==> src/rtl/hub75_rx.sv <==
// HUB75 receive side: samples an external HUB75 bus, rebuilds each latched
// line and replays it as a stream of pixel writes into a frame memory.
// Pixel order in the line: column 0 is the most recently shifted pixel.
// Handshake: wr_en is a push-only strobe. One pixel is valid on every cycle that
// wr_en is high. There is no back-pressure, so the sink must accept one write per cycle.
module hub75_rx #(
  parameter int WIDTH       = 64,
  parameter int ADDR_W      = 5,
  parameter int SYNC_STAGES = 2
) (
  input  logic                     clk,
  input  logic                     rst,
  input  logic                     hub_ck,
  input  logic                     hub_la,
  input  logic                     hub_bl,
  input  logic [ADDR_W-1:0]        hub_addr,
  input  logic [2:0]               hub_rgb0,
  input  logic [2:0]               hub_rgb1,
  input  logic                     err_clr,
  output logic                     wr_en,
  output logic [ADDR_W-1:0]        wr_row,
  output logic [$clog2(WIDTH)-1:0] wr_col,
  output logic [2:0]               wr_rgb0,
  output logic [2:0]               wr_rgb1,
  output logic                     line_done,
  output logic                     blank,
  output logic                     err_short,
  output logic                     err_ovr
);

  localparam int COL_W = $clog2(WIDTH);
  localparam int CNT_W = $clog2(WIDTH + 1);
  localparam int BUS_W = 3 + ADDR_W + 6;

  typedef enum logic {IDLE, DRAIN} state_t;

  // Synchronizer: every lane has the same depth so data stays aligned with CK.
  logic [BUS_W-1:0] sync_d [SYNC_STAGES];
  logic [BUS_W-1:0] sync_q [SYNC_STAGES];

  logic              s_ck, s_la, s_bl;
  logic [ADDR_W-1:0] s_addr;
  logic [5:0]        s_pix;

  logic ck_prev_q, la_prev_q;
  logic ck_rise, la_rise;

  logic [5:0]        shreg_d [WIDTH];
  logic [5:0]        shreg_q [WIDTH];
  logic [5:0]        line_d  [WIDTH];
  logic [5:0]        line_q  [WIDTH];
  logic [CNT_W-1:0]  cnt_d, cnt_q;
  state_t            state_d, state_q;
  logic              wr_en_d, wr_en_q;
  logic [ADDR_W-1:0] wr_row_d, wr_row_q;
  logic [COL_W-1:0]  wr_col_d, wr_col_q;
  logic [COL_W-1:0]  col_nxt;
  logic [5:0]        wr_pix_d, wr_pix_q;
  logic              line_done_d, line_done_q;
  logic              blank_d, blank_q;
  logic              err_short_d, err_short_q;
  logic              err_ovr_d, err_ovr_q;

  // Synchronizer next-state: stage 0 takes the raw bus, later stages shift.
  always_comb begin
    sync_d[0] = {hub_ck, hub_la, hub_bl, hub_addr, hub_rgb0, hub_rgb1};
    for (int i = 1; i < SYNC_STAGES; i++) begin
      sync_d[i] = sync_q[i-1];
    end
  end

  // Synchronizer flops.
  always_ff @(posedge clk or posedge rst) begin
    if (rst) begin
      for (int i = 0; i < SYNC_STAGES; i++) sync_q[i] <= '0;
    end else begin
      for (int i = 0; i < SYNC_STAGES; i++) sync_q[i] <= sync_d[i];
    end
  end

  assign {s_ck, s_la, s_bl, s_addr, s_pix} = sync_q[SYNC_STAGES-1];
  assign ck_rise = s_ck & ~ck_prev_q;
  assign la_rise = s_la & ~la_prev_q;
  assign col_nxt = wr_col_q + COL_W'(1);

  // Next-state logic: shift on CK, accept or reject latches, step the drain.
  always_comb begin
    shreg_d     = shreg_q;
    line_d      = line_q;
    cnt_d       = cnt_q;
    state_d     = state_q;
    wr_en_d     = 1'b0;
    wr_row_d    = wr_row_q;
    wr_col_d    = wr_col_q;
    wr_pix_d    = wr_pix_q;
    line_done_d = 1'b0;
    blank_d     = s_bl;
    err_short_d = err_short_q & ~err_clr;
    err_ovr_d   = err_ovr_q & ~err_clr;

    // A shift goes first, so a latch in the same cycle captures this pixel.
    if (ck_rise) begin
      for (int i = WIDTH - 1; i > 0; i--) shreg_d[i] = shreg_q[i-1];
      shreg_d[0] = s_pix;
      if (cnt_q != CNT_W'(WIDTH)) cnt_d = cnt_q + CNT_W'(1);
    end

    // Drain steps one column per cycle from the frozen line buffer.
    if (state_q == DRAIN) begin
      if (wr_col_q == COL_W'(WIDTH - 1)) begin
        state_d = IDLE;
      end else begin
        wr_en_d     = 1'b1;
        wr_col_d    = col_nxt;
        wr_pix_d    = line_q[col_nxt];
        line_done_d = (col_nxt == COL_W'(WIDTH - 1));
      end
    end

    // Latch: accepted only while idle. A latch during a drain is dropped.
    if (la_rise) begin
      if (cnt_d < CNT_W'(WIDTH)) err_short_d = 1'b1;
      cnt_d = '0;
      if (state_q == IDLE) begin
        line_d   = shreg_d;
        wr_row_d = s_addr;
        state_d  = DRAIN;
        wr_en_d  = 1'b1;
        wr_col_d = '0;
        wr_pix_d = shreg_d[0];
      end else begin
        err_ovr_d = 1'b1;
      end
    end
  end

  // State and output registers; async reset abandons any drain at once.
  always_ff @(posedge clk or posedge rst) begin
    if (rst) begin
      ck_prev_q   <= 1'b0;
      la_prev_q   <= 1'b0;
      for (int i = 0; i < WIDTH; i++) begin
        shreg_q[i] <= '0;
        line_q[i]  <= '0;
      end
      cnt_q       <= '0;
      state_q     <= IDLE;
      wr_en_q     <= 1'b0;
      wr_row_q    <= '0;
      wr_col_q    <= '0;
      wr_pix_q    <= '0;
      line_done_q <= 1'b0;
      blank_q     <= 1'b0;
      err_short_q <= 1'b0;
      err_ovr_q   <= 1'b0;
    end else begin
      ck_prev_q   <= s_ck;
      la_prev_q   <= s_la;
      shreg_q     <= shreg_d;
      line_q      <= line_d;
      cnt_q       <= cnt_d;
      state_q     <= state_d;
      wr_en_q     <= wr_en_d;
      wr_row_q    <= wr_row_d;
      wr_col_q    <= wr_col_d;
      wr_pix_q    <= wr_pix_d;
      line_done_q <= line_done_d;
      blank_q     <= blank_d;
      err_short_q <= err_short_d;
      err_ovr_q   <= err_ovr_d;
    end
  end

  assign wr_en     = wr_en_q;
  assign wr_row    = wr_row_q;
  assign wr_col    = wr_col_q;
  assign wr_rgb0   = wr_pix_q[5:3];
  assign wr_rgb1   = wr_pix_q[2:0];
  assign line_done = line_done_q;
  assign blank     = blank_q;
  assign err_short = err_short_q;
  assign err_ovr   = err_ovr_q;

endmodule

==> config.mk <==
export PLATFORM = sky130hd
export DESIGN_NAME = hub75_rx
export DESIGN_NICKNAME = d
export VERILOG_FILES = /design/src/rtl/hub75_rx.sv
export SDC_FILE = /design/constraint.sdc
export NUM_CORES = 2
export LEC_CHECK = 0
export ABC_AREA = 1
export CAP_MARGIN = 20
export CELL_PAD_IN_SITES_DETAIL_PLACEMENT = 0
export CELL_PAD_IN_SITES_GLOBAL_PLACEMENT = 2
export CORE_MARGIN = 2
export CORE_UTILIZATION = 42
export CTS_CLUSTER_SIZE = 20
export DETAILED_ROUTE_END_ITERATION = 10
export PLACE_DENSITY_LB_ADDON = 0.1
export REMOVE_ABC_BUFFERS = 1
export SLEW_MARGIN = 20
export SYNTH_ARGS = -nofsm -noshare
export SYNTH_HDL_FRONTEND = slang
export SYNTH_SLANG_ARGS = --single-unit
export TNS_END_PERCENT = 100
==> constraint.sdc <==
create_clock -name clk -period 44.1 [get_ports clk]
set_input_delay 8.82 -clock clk [delete_from_list [all_inputs] [get_ports clk]]
set_output_delay 8.82 -clock clk [all_outputs]
set_load 0.02 [all_outputs]
**Word-level counts from Yosys, hierarchy flattened**

Index checks and enable logic that the tools add are counted.

- Input bits: 17
- Logic and storage cells: 183
- Output and inout port bits: 22
- Flip-flop bits (word level): 827

- Add/subtract/negate cells: 2
- Eq/ne operators: 3
- $lt $le $gt $ge: 2
- Mux-type cells: 25
- Bitwise gates (word level): 9
- Reductions and logical operators: 1

Operator list:

| cell | number |
|---|---|
| 384-bit 2-to-1 mux | 1 |
| 6-bit 2-to-1 mux | 10 |
| 6-bit binary-select mux with 6-bit select | 1 |
| 7-bit 2-to-1 mux | 3 |
| 6-bit == test (second input constant) | 2 |
| 1-bit 2-to-1 mux | 10 |
| 7-bit by 1-bit adder with 7-bit output (second input constant) | 1 |
| 7-bit >= comparator (second input constant) | 1 |
| 7-bit < comparator (second input constant) | 1 |
| 7-bit != test (second input constant) | 1 |
| 6-bit NOT with 7-bit output | 1 |
| 6-bit by 1-bit adder with 6-bit output (second input constant) | 1 |
| 1-bit AND | 4 |
| 1-bit NOT | 4 |
| 2-bit AND reduction | 1 |

**Depth between registers and ports, before layout**

- Word-level depth: 9
- Depth in mapped cells: 15
- Gate-level depth less buffers: 11

**Worst setup path before layout**

OpenSTA, ideal clock, no wires.

- Path kind: register -> output
- Start: reg wr_col_q[0], in the netlist wr_col[0]
- End: out wr_col[0]
- Stages on the path, launching flop included: 1
- Path buffers: 0
- Slack: 34.758 ns
- Arrival time: 0.522 ns
- Cell sequence: dfrtp_1

RTL lines:

| item | line | source |
|---|---|---|
| start, declared | 56 | `logic [COL_W-1:0] wr_col_d, wr_col_q;` |
| start signal, assigned | 165 | `wr_col_q <= wr_col_d;` |
| end, declared | 22 | `output logic [$clog2(WIDTH)-1:0] wr_col,` |

No word-level cell between the ends.

==> results.sh <==
export IMPL_ys_flop_type="dfrtp_1"
export IMPL_yosysSeqAreaShare_pct=60.2
export IMPL_wirelength_um=83800
export IMPL_worstMarginPinSlew_ns=1.04
export IMPL_cts_tree="done"
export IMPL_hp_class="flip-flop to flip-flop"
export IMPL_cap_violations=0
export IMPL_clockRootBuffer="clkbuf_16"
export IMPL_syn_inst=4081
export IMPL_ff2ff_setup_slack_ns=40.17
export IMPL_cts_sinks=827
export IMPL_postCtsHoldBufs=0
export IMPL_routedWlPerCell_um=16.3
export IMPL_leakage_uw=0.0198
export IMPL_slew_headroom_pct=30.6
export IMPL_synth_avg_cell_area_um2=8.42
export IMPL_clock_path_buffers=3
export IMPL_critPathMaxFanout=112
export IMPL_crit_type="primary input to async pin"
export IMPL_worstReg2RegEnd="wr_pix_q[0]$_DFF_PP0_"
export IMPL_startpoint="rst"
export IMPL_antenna_found_initial=1
export IMPL_syn2layout_area_growth_pct=11.7
export IMPL_clk_pin_slew_ns=0.06
export IMPL_grt_pass1_vias=25500
export IMPL_setup_tns_final_ns=0
export IMPL_worst_hold_slack_ns=0.349
export IMPL_async_flop_share_pct=100
export IMPL_postCtsSetupBuffers=0
export IMPL_core_area_um2=80800
export IMPL_htreeDepth=3
export IMPL_drt_first_pass_iters=4
export IMPL_min_from="sync_d[7]$_DFF_PP0_"
export IMPL_min_period_ns=11.78
export IMPL_rr_worst_depth=11
export IMPL_cp_start_kind="primary input"
export IMPL_synth_edf_count=0
export IMPL_rsz0062_at_grt="no"
export IMPL_clock_fmax_ghz=0.0849
export IMPL_clock_latency_ns=0.64
export IMPL_setup_viol=0
export IMPL_die_area_um2=84100
export IMPL_dpl_hpwl_um=44400
export IMPL_rows=104
export IMPL_final_layout_size_suffix_gt1_share_pct=4.98
export IMPL_drc=0
export IMPL_portBuffers=38
export IMPL_slew_viol_final=0
export IMPL_outcome="finished clean"
export IMPL_ys_ff_latch=827
export IMPL_end_kind="async pin"
export IMPL_io_pins=39
export IMPL_cts_buffers=92
export IMPL_ir_drop_mv=0.0713
export IMPL_place_gp_congestion=0.711
export IMPL_critPathArrivalTime_ns=12.33
export IMPL_vias=25300
export IMPL_fin_crit_sh_pct=26.7
export IMPL_grt_pass1_wl_um=140000
export IMPL_dp_cells=4969
export IMPL_vias_per_cell=4.93
export IMPL_postCtsResizedCells=0
export IMPL_grt_max_degree=229
export IMPL_grt_use_total_pct=20.5
export IMPL_skew_ns=0.0184
export IMPL_netlist_cell_type_count=31
export IMPL_nets=4024
export IMPL_diodes=0
export IMPL_die_width_um=290
export IMPL_gr_total_overflow=0
export IMPL_die_h_um=290
export IMPL_yosys_warnings=0
export IMPL_syn_area_um2=34400
export IMPL_dr_first_iter_drc_count=1654
export IMPL_r2r_start="wr_col[0]$_DFF_PP0_"
export IMPL_ant_nets=0
export IMPL_start_util_pct=42.5
export IMPL_powerDensity_nw_per_um2=59.8
export IMPL_fin_cells=5134
export IMPL_hold_viol_final=0
export IMPL_endpoint="wr_col[0]$_DFF_PP0_"
export IMPL_worstPathRequired_ns=44.64
==> how the worst min path moves through the flow <==
stage | endpoint | slack (ns) | cells past startpoint
2_1_floorplan | blank$_DFF_PP0_ | 0.33 | 0
3_3_place_gp | s_la$_DFF_PP0_ | 0.33 | 0
3_5_place_dp | s_pix[0]$_DFF_PP0_ | 0.34 | 0
4_1_cts | s_addr[4]$_DFF_PP0_ | 0.35 | 0
5_1_grt | blank_d$_DFF_PP0_ | 0.35 | 0
6_report | s_addr[1]$_DFF_PP0_ | 0.35 | 0
==> power breakdown <==
part | leakage (uW) | switching [uW] | internal (uW)
logic | 0.00699 | 490 | 190
registers | 0.0114 | 34.0 | 815
clock network | 0.00150 | 308 | 459
total | 0.0198 | 832 | 1460
==> registers in the layout, summed over array words and instances, names as in the netlist, 5 cells and up <==
register	cells
wr_pix_q	6
line_q	384
s_pix	6
shreg_q	384
sync_d	14
wr_col	6
wr_row	5
cnt_q	7
s_addr	5
==> cell type report <==
cell class / instances / area, um2
flip-flops and latches: 827 / 20700
inverters: 240 / 923
fillers: 8074 / 42400
well taps: 1060 / 1330
repair buffers: 77 / 748
clock buffers: 137 / 2710
clock inverters: 28 / 323
multi-input cells: 2765 / 11700
==> critical path, stage by stage <==
cell             delay, ns
clkdlybuf4s50_1       0.50
inv_8                 0.52
buf_4                 0.78
buf_4                 0.77
buf_4                 0.82
==> cells in the mapped netlist (all sizes together) (5+ instances only) <==
| master | count | area, um2 |
|---|---|---|
| a21oi | 117 | 586 |
| nor2 | 11 | 56.3 |
| dfrtp | 827 | 20700 |
| clkbuf | 117 | 439 |
| nand3b | 5 | 37.5 |
| o211ai | 65 | 488 |
| nand3 | 208 | 1050 |
| buf | 132 | 739 |
| inv | 238 | 893 |
| o21ai | 337 | 1690 |
| nand2 | 2001 | 7510 |
==> metal layers <==
metal | up-vias | track usage, % | routed length [um]
li1 | 12700 | - | -
met1 | 12300 | 29.0 | 40900
met2 | 288 | 33.3 | 38400
met3 | 101 | 3.12 | 2960
met4 | 0 | 4.99 | 1470
met5 | - | 0 | 0
==> placed cells by master, fill, tap and decap left out, types with 2 or more instances in the layout <==
cell type / Yosys / routed
a211oi_1: 3 / 3
a21oi_1: 117 / 117
a221oi_1: 2 / 2
buf_12: 0 / 6
buf_4: 20 / 33
bufinv_16: 0 / 6
clkbuf_1: 117 / 22
clkbuf_16: 0 / 93
clkbuf_8: 0 / 22
clkdlybuf4s50_1: 0 / 38
clkinv_2: 0 / 13
clkinv_4: 0 / 2
dfrtp_1: 827 / 826
ha_1: 4 / 3
inv_1: 232 / 231
inv_2: 6 / 5
inv_6: 0 / 6
inv_8: 0 / 3
nand2_1: 2001 / 2001
nand3_1: 207 / 207
nand3b_1: 5 / 5
nor2_1: 7 / 7
nor2_2: 3 / 2
nor2_4: 1 / 2
nor3_1: 3 / 3
o211ai_1: 65 / 65
o21ai_0: 334 / 334
o21ai_1: 3 / 3
xor2_4: 0 / 2
==> logic make-up after synthesis <==
family / count (synthesis) / synth area share (%)
AND/OR/NAND/NOR: 2231 / 25.3
AO/OA/AOI/OAI: 525 / 8.17
flip-flops: 827 / 60.2
adder cells (fa/ha/maj): 4 / 0.146
XOR/XNOR: 5 / 0.149
buffers and inverters: 489 / 6.05
==> stage by stage <==
stage          util [%]  power [uW]  area, um2  worst slack, ns
3_3_place_gp       43.8        1550      35400            31.40
5_1_grt            47.5        2440      38400            31.66
4_1_cts            47.5        2340      38400            32.07
6_report           47.5        2300      38400            32.32
2_1_floorplan         -        1280      33200            12.05
3_5_place_dp       43.8        1560      35400            31.38
(Power assumes the default switching activity.)
